File: config.mk
export PLATFORM = sky130hd
export DESIGN_NAME = parking_occupancy_ctrl_flat
export DESIGN_NICKNAME = d
export VERILOG_FILES = /design/src/rtl/parking_occupancy_ctrl_pkg.sv /design/src/rtl/parking_occupancy_ctrl_if.sv /design/src/rtl/parking_gate_timer.sv /design/src/rtl/parking_occupancy_ctrl.sv /design/src/flat_wrapper.sv
export SDC_FILE = /design/constraint.sdc
export NUM_CORES = 1
export LEC_CHECK = 0
export CAP_MARGIN = 20
export CORE_MARGIN = 8
export CORE_UTILIZATION = 60
export CTS_BUF_LIST = sky130_fd_sc_hd__clkbuf_8
export DETAILED_ROUTE_END_ITERATION = 7
export PLACE_DENSITY = 0.8
export SLEW_MARGIN = 20
export SYNTH_ARGS = -nofsm -noshare
export SYNTH_HDL_FRONTEND = slang
export SYNTH_SLANG_ARGS = --single-unit
File: constraint.sdc
create_clock -name clk -period 7.5 [get_ports clk]
set_input_delay 1.875 -clock clk [delete_from_list [all_inputs] [get_ports clk]]
set_output_delay 1.875 -clock clk [all_outputs]
set_load 0.01 [all_outputs]
File: src/rtl/parking_occupancy_ctrl_pkg.sv
// Shared constants for the parking occupancy controller: gate state encodings and
// default sizing for the car park and barrier hold time.
package parking_occupancy_ctrl_pkg;

  localparam logic [0:0] GATE_CLOSED = 1'b0;
  localparam logic [0:0] GATE_OPEN   = 1'b1;

  localparam int unsigned DEF_CAPACITY  = 8;
  localparam int unsigned DEF_GATE_HOLD = 50000000;

endpackage

File: src/rtl/parking_occupancy_ctrl_if.sv
// Bundle of sensor pulses in and occupancy/gate status out. The master side is the
// edge-detection stage plus display logic; the slave side is the controller.
interface parking_occupancy_ctrl_if #(
  parameter int unsigned CNT_W = 4
);

  logic             entry_pulse;
  logic             exit_pulse;
  logic [CNT_W-1:0] occupied;
  logic [CNT_W-1:0] free_spaces;
  logic             full;
  logic             empty;
  logic             entry_gate_open;
  logic             exit_gate_open;
  logic             entry_denied;
  logic             exit_error;

  modport master (
    output entry_pulse,
    output exit_pulse,
    input  occupied,
    input  free_spaces,
    input  full,
    input  empty,
    input  entry_gate_open,
    input  exit_gate_open,
    input  entry_denied,
    input  exit_error
  );

  modport slave (
    input  entry_pulse,
    input  exit_pulse,
    output occupied,
    output free_spaces,
    output full,
    output empty,
    output entry_gate_open,
    output exit_gate_open,
    output entry_denied,
    output exit_error
  );

endinterface

File: src/rtl/parking_gate_timer.sv
// One barrier gate: opens on an accepted pulse and stays open for GATE_HOLD cycles
// after the most recent accepted pulse.
module parking_gate_timer
  import parking_occupancy_ctrl_pkg::*;
#(
  parameter int unsigned GATE_HOLD = DEF_GATE_HOLD,
  parameter int unsigned HOLD_W    = 26
) (
  input  logic clk,
  input  logic reset,
  input  logic trigger,
  output logic gate_open
);

  localparam logic [HOLD_W-1:0] HoldReload = HOLD_W'(GATE_HOLD - 1);

  logic [0:0]        r_state;
  logic [HOLD_W-1:0] r_timer;

  // A trigger always wins, so a pulse landing on the final open cycle extends the hold.
  always_ff @(posedge clk or posedge reset) begin
    if (reset) begin
      r_state <= GATE_CLOSED;
      r_timer <= '0;
    end else if (trigger) begin
      r_state <= GATE_OPEN;
      r_timer <= HoldReload;
    end else if (r_state == GATE_OPEN) begin
      if (r_timer == '0) begin
        r_state <= GATE_CLOSED;
      end else begin
        r_timer <= r_timer - 1'b1;
      end
    end
  end

  assign gate_open = (r_state == GATE_OPEN);

endmodule

File: src/rtl/parking_occupancy_ctrl.sv
// Occupancy counter, entry/exit acceptance, full/empty decode and reject pulses,
// driving one hold timer per barrier gate.
module parking_occupancy_ctrl
  import parking_occupancy_ctrl_pkg::*;
#(
  parameter int unsigned CAPACITY  = DEF_CAPACITY,
  parameter int unsigned CNT_W     = 4,
  parameter int unsigned GATE_HOLD = DEF_GATE_HOLD,
  parameter int unsigned HOLD_W    = 26
) (
  input  logic                     clk,
  input  logic                     reset,
  parking_occupancy_ctrl_if.slave  bus
);

  localparam logic [CNT_W-1:0] Cap = CNT_W'(CAPACITY);

  logic [CNT_W-1:0] r_occ;
  logic             r_entry_denied;
  logic             r_exit_error;

  logic             w_full;
  logic             w_empty;
  logic             w_acc_in;
  logic             w_acc_out;
  logic [CNT_W-1:0] w_occ_d;

  assign w_full    = (r_occ == Cap);
  assign w_empty   = (r_occ == '0);
  assign w_acc_out = bus.exit_pulse & ~w_empty;
  // When full, a simultaneous accepted exit frees the space the entering car takes.
  assign w_acc_in  = bus.entry_pulse & (~w_full | w_acc_out);

  always_comb begin
    w_occ_d = r_occ;
    if (w_acc_in && !w_acc_out) begin
      w_occ_d = r_occ + 1'b1;
    end else if (w_acc_out && !w_acc_in) begin
      w_occ_d = r_occ - 1'b1;
    end
  end

  always_ff @(posedge clk or posedge reset) begin
    if (reset) begin
      r_occ          <= '0;
      r_entry_denied <= 1'b0;
      r_exit_error   <= 1'b0;
    end else begin
      r_occ          <= w_occ_d;
      r_entry_denied <= bus.entry_pulse & ~w_acc_in;
      r_exit_error   <= bus.exit_pulse & ~w_acc_out;
    end
  end

  assign bus.occupied     = r_occ;
  assign bus.free_spaces  = Cap - r_occ;
  assign bus.full         = w_full;
  assign bus.empty        = w_empty;
  assign bus.entry_denied = r_entry_denied;
  assign bus.exit_error   = r_exit_error;

  parking_gate_timer #(
    .GATE_HOLD (GATE_HOLD),
    .HOLD_W    (HOLD_W)
  ) u_entry_gate (
    .clk       (clk),
    .reset     (reset),
    .trigger   (w_acc_in),
    .gate_open (bus.entry_gate_open)
  );

  parking_gate_timer #(
    .GATE_HOLD (GATE_HOLD),
    .HOLD_W    (HOLD_W)
  ) u_exit_gate (
    .clk       (clk),
    .reset     (reset),
    .trigger   (w_acc_out),
    .gate_open (bus.exit_gate_open)
  );

endmodule

File: src/flat_wrapper.sv
// flat-port wrapper written by rule: the top's interface ports become plain ports
module parking_occupancy_ctrl_flat import parking_occupancy_ctrl_pkg::*;
#(
  parameter int unsigned CAPACITY  = DEF_CAPACITY,
  parameter int unsigned CNT_W     = 4,
  parameter int unsigned GATE_HOLD = DEF_GATE_HOLD,
  parameter int unsigned HOLD_W    = 26
)
  (clk, reset, bus_entry_pulse, bus_exit_pulse, bus_occupied, bus_free_spaces, bus_full, bus_empty, bus_entry_gate_open, bus_exit_gate_open, bus_entry_denied, bus_exit_error);
  parking_occupancy_ctrl_if #(.CNT_W(CNT_W)) bus_i ();
  input  logic clk;
  input  logic reset;
  input wire logic [$bits(bus_i.entry_pulse)-1:0] bus_entry_pulse;
  input wire logic [$bits(bus_i.exit_pulse)-1:0] bus_exit_pulse;
  output wire logic [$bits(bus_i.occupied)-1:0] bus_occupied;
  output wire logic [$bits(bus_i.free_spaces)-1:0] bus_free_spaces;
  output wire logic [$bits(bus_i.full)-1:0] bus_full;
  output wire logic [$bits(bus_i.empty)-1:0] bus_empty;
  output wire logic [$bits(bus_i.entry_gate_open)-1:0] bus_entry_gate_open;
  output wire logic [$bits(bus_i.exit_gate_open)-1:0] bus_exit_gate_open;
  output wire logic [$bits(bus_i.entry_denied)-1:0] bus_entry_denied;
  output wire logic [$bits(bus_i.exit_error)-1:0] bus_exit_error;
  assign bus_i.entry_pulse = bus_entry_pulse;
  assign bus_i.exit_pulse = bus_exit_pulse;
  assign bus_occupied = bus_i.occupied;
  assign bus_free_spaces = bus_i.free_spaces;
  assign bus_full = bus_i.full;
  assign bus_empty = bus_i.empty;
  assign bus_entry_gate_open = bus_i.entry_gate_open;
  assign bus_exit_gate_open = bus_i.exit_gate_open;
  assign bus_entry_denied = bus_i.entry_denied;
  assign bus_exit_error = bus_i.exit_error;
  parking_occupancy_ctrl #(.CAPACITY(CAPACITY), .CNT_W(CNT_W), .GATE_HOLD(GATE_HOLD), .HOLD_W(HOLD_W)) u_core (.clk(clk), .reset(reset), .bus(bus_i));
endmodule
==> PnR_summary.wiki, run 1 <==
{| class="wikitable"
! Metric !! Value
|-
| Worst Setup Start Kind || input pin
|-
| Number of remaining DRC errors || 0
|-
| Wire length of the first global-routing pass || 12700 um
|-
| Portion of the clock cycle consumed by the worst path in the final layout || 0.669
|-
| Antenna violations before repair || 0
|-
| Number of setup buffers added after CTS || 0
|-
| Wire length after detailed routing || approximately 7000 um
|-
| Cell area power density || 235 nW/um^2
|-
| DR vias || roughly 2800
|-
| Synth-to-layout area growth || 11.7%
|-
| Post-synthesis instance area || around 3400 um^2
|-
| Maximum Capacitance Violations || 0
|-
| Path category of the worst min-delay check || register to register
|-
| Sequential fraction of the synthesis area || 0.440
|-
| Routed wirelength normalized by instance count || about 16 um
|-
| Max Slew Vio Count || 0
|-
| Core Util, Final || 0.692
|-
| Setup repair after global routing missed its margin || false
|-
| Floorplan row count || 27
|-
| Chip width || about 91 um
|-
| Top cells by area in the synthesized netlist || sky130_fd_sc_hd__dfrtp_1 (44%), sky130_fd_sc_hd__xnor2_1 (4.9%), sky130_fd_sc_hd__nand2_1 (3.9%)
|-
| Endpoint type of the worst setup path || register
|-
| Syn_nets || between 300 and 400
|-
| Antenna-violating nets left || 0
|-
| Worst path arrival time || approximately 5.2 ns
|-
| Synth area leader || sky130_fd_sc_hd__dfrtp_1
|-
| Via count of the first global-routing pass || roughly 2700
|-
| Router iterations before antenna repair || 5
|-
| Top cell type's share of synthesized area || 0.440
|-
| Transition at the pin with the smallest max-transition slack || between 0.9 and 1 ns
|-
| Post-synth EDFFs || 0
|-
| Maximum clock frequency || 0.199 GHz
|-
| Initial drt markers || roughly 200
|-
| Worst-Skew Late Latency || between 0.3 and 0.4 ns
|-
| Hold buffers post-CTS || 0
|-
| Remaining max-slew budget at the tightest pin || 0.389
|-
| Peak supply drop || 276 uV
|-
| Number of flip-flops and latches in the synthesized netlist || 60
|-
| Top flip-flop cell by instance count after synthesis || sky130_fd_sc_hd__dfrtp_1
|-
| Clock tree from TritonCTS || built
|-
| Cell count after synthesis || roughly 360
|-
| Area fraction in and, or, nand and nor cells after synthesis || 0.294
|-
| Final Hold Vio Count || 0
|-
| Multiplexer share of the synthesized area || 0.00624
|-
| GR Util met3 || 0.0535
|-
| Cell chosen for the clock root || sky130_fd_sc_hd__clkbuf_8
|-
| Initial Utilization || 0.619
|-
| Arithmetic-cell share of the synthesized area counting full adders, half adders and majority gates || 0.0279
|-
| Die height || 91.4 um
|-
| Global-route layer with the greatest usage || met2
|-
| Net total in the final layout || about 390
|-
| Post-CTS Resized || 0
|-
| Synth warnings || 0
|-
| Number of levels in the clock H-tree || 3
|-
| Distinct cell type count of the synthesized netlist || 58
|-
| Overall Global Routing Usage || 0.181
|-
| Post-Route Skew || between 0.01 and 0.015 ns
|-
| Remaining global-route overflow || 0
|-
| Maximum buffer depth of the clock tree || 2
|-
| Time the final worst path needs with I/O delays and setup || between 5 and 6 ns
|-
| PnR Total Power || approximately 0.89 mW
|-
| Worst hold-check slack || roughly 0.54 ns
|-
| Count of buffers inserted at the top-level ports || 17
|-
| Met1 track demand over resource in global routing || 0.250
|-
| Final weighted congestion in routability-driven placement || just over 0.8
|-
| Clock-pin slew on the worst setup and hold paths || approximately 0.060 ns
|-
| Detailed-route vias per instance || just over 6
|-
| Crit path kind || input pin to register
|-
| Clock Sinks || 60
|-
| Largest net degree at the start of global routing || 61
|-
| Share of post-route cells with drive strength above 1 || 0.0974
|-
| Lkg Pwr || 1.36 nW
|-
| Required time at the endpoint of the critical path || between 7 and 8 ns
|-
| Dominant combinational cell family by area after synthesis || simple AND/OR/NAND/NOR gates
|-
| Global routing usage on met2 || 0.273
|-
| Compound-Gate Fraction of Synth Area || 0.127
|-
| Total Negative Setup Slacks || 0 ns
|-
| Antenna fix cells || 0
|-
| Total of endpoints with negative setup slack in the final report || 0
|-
| Fraction of registers with async set/reset || 1.00
|-
| Run status || finished, final reports clean
|-
| Number of top-level design ports || 18
|-
| Final HPWL DP || 4950 um
|-
| Mean Syn Cell Area || between 9 and 10 um^2
|-
| Synth Area in XOR/XNOR || 0.0745
|-
| Floorplan core area || between 5000 and 6000 um^2
|-
| Num CTS Buffers || 9
|-
| Die ar. || between 8000 and 9000 um^2
|-
| Worst-path maximum fanout || 21
|}
==> report_power, final <==
| group | switching [mW] | leakage [nW] | internal (mW) | total [mW] |
|---|---|---|---|---|
| Combinational | 0.114 | 0.619 | 0.122 | 0.236 |
| Clock | 0.125 | 0.101 | 0.149 | 0.274 |
| Sequential | 0.0366 | 0.639 | 0.347 | 0.383 |
| Total | 0.276 | 1.36 | 0.618 | 0.894 |
==> registers in the layout, indices dropped and copies added, names as in the netlist <==
register and count:
u_core.u_exit_gate.gate_open 1, u_core.u_entry_gate.gate_open 1, u_core.bus.occupied 4, u_core.bus.entry_denied 1, u_core.u_exit_gate.r_timer 26, u_core.u_entry_gate.r_timer 26
u_core.bus.exit_error 1
==> final cells by class <==
cell class	instances	area (um^2)
inverters	11	41.3
repair buffers	20	190
well taps	72	90.1
fillers	419	1700
clock buffers	9	124
multi-input cells	273	1800
flip-flops and latches	60	1500
clock inverters	7	60.1
==> stage by stage <==
step	worst slack (ns)	cell area, um^2	std cells
CTS	2.50	3800	451
global placement	2.41	3620	435
finish	2.48	3810	452
global route	2.31	3810	452
detailed placement	2.14	3620	435
floorplan	3.63	3410	357
==> worst max-delay path, stage by stage <==
cell,delay [ns]
sky130_fd_sc_hd__clkdlybuf4s50_1,0.43
sky130_fd_sc_hd__nor4bb_1,0.33
sky130_fd_sc_hd__nand2b_1,0.68
sky130_fd_sc_hd__inv_1,0.42
sky130_fd_sc_hd__ha_1,0.34
sky130_fd_sc_hd__inv_1,0.12
sky130_fd_sc_hd__ha_1,0.25
sky130_fd_sc_hd__a21o_1,0.19
sky130_fd_sc_hd__a21oi_1,0.20
sky130_fd_sc_hd__xnor2_1,0.15
sky130_fd_sc_hd__nor2_1,0.08
sky130_fd_sc_hd__xor2_1,0.15
==> layer usage <==
layer  vias to the layer above  wire length, um  share of wire
li1                       1344                -              -
met1                      1345             3540           0.50
met2                        55             3190           0.45
met3                         9              311          0.044
met4                         0               76          0.011
met5                         -                0              0
==> synthesized netlist by cell type, types with 8 or more instances <==
cell type,n
sky130_fd_sc_hd__o21ai_0,14
sky130_fd_sc_hd__nand2_1,35
sky130_fd_sc_hd__nand4_1,10
sky130_fd_sc_hd__xor2_1,10
sky130_fd_sc_hd__nor2_1,32
sky130_fd_sc_hd__or3_1,12
sky130_fd_sc_hd__or4_1,9
sky130_fd_sc_hd__a21oi_1,8
sky130_fd_sc_hd__nor4_1,8
sky130_fd_sc_hd__inv_1,11
sky130_fd_sc_hd__xnor2_1,19
sky130_fd_sc_hd__dfrtp_1,60
sky130_fd_sc_hd__clkbuf_1,10
sky130_fd_sc_hd__nor3_1,15
sky130_fd_sc_hd__nand3_1,14
==> kinds of logic after synthesis <==
| logic type | count (synthesis) |
|---|---|
| XOR/XNOR | 29 |
| buffers and inverters | 24 |
| adder cells (fa/ha/maj) | 7 |
| multiplexers | 2 |
| AND/OR/NAND/NOR | 177 |
| AO/OA/AOI/OAI | 58 |
| flip-flops | 60 |
==> final timing paths <==
path | start | endpoint | slack, ns | cells past startpoint
worst max-delay path | bus_exit_pulse | u_core.bus.occupied[3] | 2.48 | 12
worst min-delay path | u_core.u_entry_gate.r_timer[23] | u_core.u_entry_gate.r_timer[23] | 0.54 | 2
worst max register to register | u_core.bus.occupied[0] | u_core.bus.occupied[3] | 3.69 | 13
worst min register to register | u_core.u_entry_gate.r_timer[23] | u_core.u_entry_gate.r_timer[23] | 0.54 | 2
max in group asynchronous | reset | u_core.u_entry_gate.r_timer[10] | 4.95 | 3
min in group asynchronous | reset | u_core.bus.occupied[2] | 2.08 | 3
==> cell usage in the layout (no fill, tap or decap), types with 5 or more instances in the layout <==
| master | netlist | final |
|---|---|---|
| sky130_fd_sc_hd__dfrtp_1 | 60 | 60 |
| sky130_fd_sc_hd__nand2_1 | 35 | 35 |
| sky130_fd_sc_hd__nor2_1 | 32 | 32 |
| sky130_fd_sc_hd__xnor2_1 | 19 | 19 |
| sky130_fd_sc_hd__clkdlybuf4s50_1 | 0 | 17 |
| sky130_fd_sc_hd__nor3_1 | 15 | 15 |
| sky130_fd_sc_hd__nand3_1 | 14 | 14 |
| sky130_fd_sc_hd__o21ai_0 | 14 | 14 |
| sky130_fd_sc_hd__inv_1 | 11 | 12 |
| sky130_fd_sc_hd__or3_1 | 12 | 12 |
| sky130_fd_sc_hd__nand4_1 | 10 | 10 |
| sky130_fd_sc_hd__xor2_1 | 10 | 10 |
| sky130_fd_sc_hd__or4_1 | 9 | 9 |
| sky130_fd_sc_hd__clkbuf_8 | 0 | 9 |
| sky130_fd_sc_hd__nor4_1 | 8 | 8 |
| sky130_fd_sc_hd__a21oi_1 | 8 | 8 |
| sky130_fd_sc_hd__nand2b_1 | 6 | 6 |
| sky130_fd_sc_hd__o31ai_1 | 6 | 6 |
| sky130_fd_sc_hd__ha_1 | 6 | 6 |
| sky130_fd_sc_hd__or2_2 | 5 | 5 |
(Power assumes the default switching activity.)
==> run 2: changes to the inputs <==
clock period = 5.1 ns   (was 7.5 ns; I/O delays follow)
==> PnR_summary.wiki, run 2 (same netlist as run 1, synthesis figures left out) <==
{| class="wikitable"
! Metric !! Value
|-
| Run status || finished, final reports clean
|-
| Core Util, Final || 0.692
|-
| DP Area || 3640 um^2
|-
| Overall Global Routing Usage || 0.184
|-
| Synth-to-layout area growth || 11.8%
|-
| Die ar. || about 8400 um^2
|-
| Clock tree from TritonCTS || built
|-
| Worst path arrival time || 3.97 ns
|-
| Initial drt markers || 213
|-
| Cell chosen for the clock root || sky130_fd_sc_hd__clkbuf_8
|-
| Number of top-level design ports || 18
|-
| Peak supply drop || between 400 and 500 uV
|-
| Worst-path maximum fanout || 21
|-
| Number of remaining DRC errors || 0
|-
| Max Slew Vio Count || 0
|-
| Final weighted congestion in routability-driven placement || 0.803
|-
| Clock Sinks || 60
|-
| Setup repair after global routing missed its margin || false
|-
| Most frequent cells in the layout || sky130_fd_sc_hd__dfrtp_1 (60), sky130_fd_sc_hd__nand2_1 (35), sky130_fd_sc_hd__nor2_1 (32)
|-
| Remaining global-route overflow || 0
|-
| Num CTS Buffers || 9
|-
| DR vias || approximately 2800
|-
| Post-CTS Resized || 0
|-
| Net total in the final layout || slightly below 400
|-
| Largest net degree at the start of global routing || 36
|-
| Routed wirelength normalized by instance count || between 15 and 20 um
|-
| Leading cell type in the layout, fill and taps excluded || sky130_fd_sc_hd__dfrtp_1
|-
| Antenna-violating nets left || 0
|-
| Clock-pin slew on the worst setup and hold paths || 0.07 ns
|-
| Path category of the worst min-delay check || register to register
|-
| Worst hold-check slack || around 0.55 ns
|-
| Total of fill cells in the finished design || 422
|-
| Floorplan core area || between 5000 and 6000 um^2
|-
| Worst Setup Start Kind || input pin
|-
| Antenna violations before repair || 0
|-
| Worst-Skew Late Latency || approximately 0.34 ns
|-
| Floorplan row count || 27
|-
| Post-Route Skew || approximately 0.0091 ns
|-
| Total Negative Setup Slacks || 0 ns
|-
| Final Hold Vio Count || 0
|-
| Transition at the pin with the smallest max-transition slack || about 0.92 ns
|-
| Maximum clock frequency || around 0.27 GHz
|-
| Die height || around 90 um
|-
| Wire length after detailed routing || slightly above 7000 um
|-
| Final critical-path setup slack || 1.36 ns
|-
| Cell area power density || roughly 330 nW/um^2
|-
| Router iterations before antenna repair || 5
|-
| PnR Total Power || approximately 1.3 mW
|-
| Required time at the endpoint of the critical path || 5.32 ns
|-
| Detailed-route vias per instance || around 6.1
|-
| Total of endpoints with negative setup slack in the final report || 0
|-
| Number of levels in the clock H-tree || 3
|-
| Number of setup buffers added after CTS || 0
|-
| Minimum setup slack after placement || roughly 1 ns
|-
| Instance count after placement with tap cells included || 438
|-
| Maximum Capacitance Violations || 0
|-
| Portion of the clock cycle consumed by the worst path in the final layout || 0.734
|-
| Antenna fix cells || 0
|-
| Crit path kind || input pin to register
|-
| Remaining max-slew budget at the tightest pin || 0.380
|-
| Maximum buffer depth of the clock tree || 2
|-
| Post-route non-filler standard cell count || about 450
|-
| Final HPWL DP || 4930 um
|-
| Wire length of the first global-routing pass || between 10000 and 15000 um
|-
| Share of post-route cells with drive strength above 1 || 0.0995
|-
| Endpoint type of the worst setup path || register
|-
| Post-route cell area || 3810 um^2
|-
| Count of buffers inserted at the top-level ports || 17
|-
| Hold buffers post-CTS || 0
|-
| Lkg Pwr || roughly 1.4 nW
|-
| Chip width || a little over 90 um
|-
| Time the final worst path needs with I/O delays and setup || 3.74 ns
|-
| Via count of the first global-routing pass || between 2000 and 3000
|-
| Initial Utilization || 0.619
|}
-- run 2: changes by cell type in the layout (fill, tap and decap cells not counted), sizes merged --
cell,previous run,this run
clkinvlp,1,0
clkinv,3,2
bufinv,1,0
inv,13,15
buf,2,5
-- run 2: worst paths after layout --
path	endpoint	startpoint	cells past startpoint	slack [ns]
hold / removal	u_core.u_exit_gate.r_timer[14]	u_core.u_exit_gate.r_timer[14]	2	0.55
setup reg to reg	u_core.bus.occupied[3]	u_core.bus.occupied[0]	14	1.97
setup / recovery	u_core.bus.occupied[3]	bus_exit_pulse	13	1.36
max in group asynchronous	u_core.u_exit_gate.r_timer[19]	reset	3	2.91
hold reg to reg	u_core.u_exit_gate.r_timer[14]	u_core.u_exit_gate.r_timer[14]	2	0.55
min in group asynchronous	u_core.bus.entry_denied	reset	2	1.38
-- run 2: area by class of cell --
cell class	instances	area, um^2	area share
clock inverter	6	25.0	0.00656
tap	72	90.1	0.0236
multi-input combinational	273	1810	0.475
inverter	11	41.3	0.0108
timing repair buffer	22	208	0.0545
clock buffer	10	138	0.0361
sequential	60	1500	0.394
-- run 2: layer usage --
metal  up-vias  global-route usage  wire, um
li1       1355                   -         -
met1      1334               0.235      3360
met2        67               0.283      3330
met3         7              0.0543       347
met4         0              0.0778        93
met5         -                   0         0
-- run 2: where the power goes --
group          internal, mW  total [mW]  switching, mW  leakage (nW)
Sequential            0.510       0.562         0.0518         0.639
Clock                 0.181       0.359          0.178         0.101
Combinational         0.183       0.345          0.163         0.630
Total                 0.873        1.27          0.393          1.37
-- run 2: critical path, cell delays in order --
cell	delay, ns
sky130_fd_sc_hd__clkdlybuf4s50_1	0.43
sky130_fd_sc_hd__nor4bb_1	0.34
sky130_fd_sc_hd__nand2b_1	0.15
sky130_fd_sc_hd__buf_4	0.23
sky130_fd_sc_hd__inv_1	0.23
sky130_fd_sc_hd__ha_1	0.27
sky130_fd_sc_hd__inv_1	0.11
sky130_fd_sc_hd__ha_1	0.23
sky130_fd_sc_hd__a21o_1	0.17
sky130_fd_sc_hd__a21oi_1	0.17
sky130_fd_sc_hd__xnor2_1	0.14
sky130_fd_sc_hd__nor2_1	0.07
sky130_fd_sc_hd__xor2_1	0.14
==> run 3: changes to the inputs <==
clock period = 3.9 ns   (was 5.1 ns; I/O delays follow)
==> PnR_summary.wiki, run 3 (same netlist as run 1, synthesis figures left out) <==
{| class="wikitable"
! Metric !! Value
|-
| Run status || finished, final reports clean
|-
| Leading cell type in the layout, fill and taps excluded || sky130_fd_sc_hd__dfrtp_1
|-
| DP Area || ~3700 um^2
|-
| Depth of the worst hold-timing path || 2
|-
| Worst Setup Start Kind || register
|-
| Antenna violations before repair || 0
|-
| Router iterations before antenna repair || 4
|-
| Largest net degree at the start of global routing || 36
|-
| Routed wirelength normalized by instance count || approximately 16 um
|-
| Peak supply drop || between 500 and 600 uV
|-
| Minimum setup slack after placement || 0.582 ns
|-
| Combined flip-flop and latch cell area || around 1500 um^2
|-
| Chip width || 91.4 um
|-
| Floorplan core area || around 5500 um^2
|-
| FF-to-FF Start || u_core.u_exit_gate.r_timer[0]
|-
| Setup repair after global routing missed its margin || false
|-
| Hold buffers post-CTS || 0
|-
| Share of post-route cells with drive strength above 1 || 0.106
|-
| Floorplan row count || 27
|-
| Clock Sinks || 60
|-
| Time the final worst path needs with I/O delays and setup || ~3.1 ns
|-
| Final critical-path setup slack || around 0.8 ns
|-
| Lkg Pwr || between 1 and 1.5 nW
|-
| Die ar. || approximately 8400 um^2
|-
| Total of endpoints with negative setup slack in the final report || 0
|-
| Worst-path maximum fanout || 7
|-
| Worst-Skew Late Latency || about 0.34 ns
|-
| Portion of the clock cycle consumed by the worst path in the final layout || 0.794
|-
| Post-route cell area || around 3800 um^2
|-
| Antenna-violating nets left || 0
|-
| Cell area power density || about 430 nW/um^2
|-
| Cell chosen for the clock root || sky130_fd_sc_hd__clkbuf_8
|-
| Die height || roughly 91 um
|-
| Footprint of the multi-input gates || 1800 um^2
|-
| Overall Global Routing Usage || 0.185
|-
| Post-Route Skew || between 0.006 and 0.007 ns
|-
| Wire length of the first global-routing pass || around 13000 um
|-
| Endpoint of the worst hold-timing path || u_core.u_entry_gate.r_timer[23]
|-
| Endpoint type of the worst setup path || output pin
|-
| Path category of the worst min-delay check || register to register
|-
| Remaining global-route overflow || 0
|-
| Flop-to-flop setup slack || 0.99 ns
|-
| Num CTS Buffers || 9
|-
| Most frequent cells in the layout || sky130_fd_sc_hd__dfrtp_1 (60), sky130_fd_sc_hd__nand2_1 (35), sky130_fd_sc_hd__nor2_1 (32)
|-
| Antenna fix cells || 0
|-
| Maximum Capacitance Violations || 0
|-
| Post-CTS Resized || 0
|-
| Net total in the final layout || slightly below 400
|-
| Number of setup buffers added after CTS || 0
|-
| Total Negative Setup Slacks || 0 ns
|-
| Crit path kind || register to output pin
|-
| Final Hold Vio Count || 0
|-
| Initial Utilization || 0.619
|-
| Number of top-level design ports || 18
|-
| Number of remaining DRC errors || 0
|-
| Wire length after detailed routing || approximately 7200 um
|-
| Worst Hold Launch || u_core.u_entry_gate.r_timer[23]
|-
| Count of buffers inserted at the top-level ports || 17
|-
| Clock-pin slew on the worst setup and hold paths || approximately 0.060 ns
|-
| Detailed-route vias per instance || ~6.0
|-
| DR vias || between 2000 and 3000
|-
| Final HPWL DP || roughly 5000 um
|-
| PnR Total Power || 1.66 mW
|-
| Maximum clock frequency || about 0.32 GHz
|-
| Maximum buffer depth of the clock tree || 2
|-
| Required time at the endpoint of the critical path || between 2 and 3 ns
|-
| Number of levels in the clock H-tree || 3
|-
| Capture instance of the worst register-to-register path || u_core.u_exit_gate.r_timer[15]
|-
| Via count of the first global-routing pass || between 2000 and 3000
|-
| Final weighted congestion in routability-driven placement || 0.901
|-
| Clock tree from TritonCTS || built
|-
| Synth-to-layout area growth || 12.5%
|-
| Initial drt markers || between 150 and 200
|-
| Transition at the pin with the smallest max-transition slack || between 0.7 and 0.8 ns
|-
| Max Slew Vio Count || 0
|-
| Logic depth of the worst register-to-register path || 7
|-
| Total of fill cells in the finished design || just over 400
|-
| Remaining max-slew budget at the tightest pin || 0.515
|-
| Worst path arrival time || between 2 and 2.5 ns
|}
## run 3: changes by cell type in the layout (fill, tap and decap cells not counted), sizes merged
cell / previous run / this run
buf: 5 / 9
## run 3: how the worst max path moves through the flow
stage | startpoint | endpoint | slack [ns] | cells after the start
finish | u_core.bus.occupied[0] | bus_empty | 0.80 | 4
global route | u_core.bus.occupied[0] | bus_empty | 0.69 | 4
CTS | u_core.bus.occupied[0] | bus_empty | 0.81 | 4
detailed placement | bus_exit_pulse | u_core.bus.occupied[3] | 0.58 | 12
global placement | bus_exit_pulse | u_core.bus.occupied[3] | 0.67 | 12
floorplan | u_core.bus.occupied[0] | u_core.bus.occupied[3] | 0.90 | 14
## run 3: area by class of cell
type | instances | share of cell area
multi-input cells | 273 | 0.470
flip-flops and latches | 60 | 0.391
repair buffers | 26 | 0.0620
clock buffers | 10 | 0.0359
well taps | 72 | 0.0235
inverters | 11 | 0.0108
clock inverters | 6 | 0.00652
## run 3: report_power, final
group,switching [mW],leakage [nW],internal (mW),total (mW)
Sequential,0.0680,0.639,0.667,0.735
Combinational,0.215,0.650,0.243,0.458
Clock,0.231,0.101,0.236,0.467
Total,0.514,1.39,1.15,1.66
## run 3: through the flow
| stage | cells | util | hold slack, ns |
|---|---|---|---|
| after CTS | 458 | 0.697 | 0.553 |
| after global placement | 442 | 0.667 | 0.521 |
| after global routing | 458 | 0.697 | 0.582 |
| after floorplan | 357 | - | 0.495 |
| final | 458 | 0.697 | 0.552 |
| after detailed placement | 442 | 0.667 | 0.531 |
## run 3: worst max-delay path, cell delays in order (launching register included)
cell and delay (ns):
sky130_fd_sc_hd__dfrtp_1 0.47, sky130_fd_sc_hd__inv_1 0.09, sky130_fd_sc_hd__ha_1 0.22, sky130_fd_sc_hd__nor3b_1 0.38, sky130_fd_sc_hd__clkdlybuf4s50_1 0.62
## run 3: metal layers
metal | routed length (um) | GRT usage | vias to the layer above
met3 | 333 | 0.0428 | 10
met5 | 0 | 0 | -
met4 | 125 | 0.101 | 0
met1 | 3520 | 0.233 | 1350
li1 | - | - | 1357
met2 | 3260 | 0.288 | 52
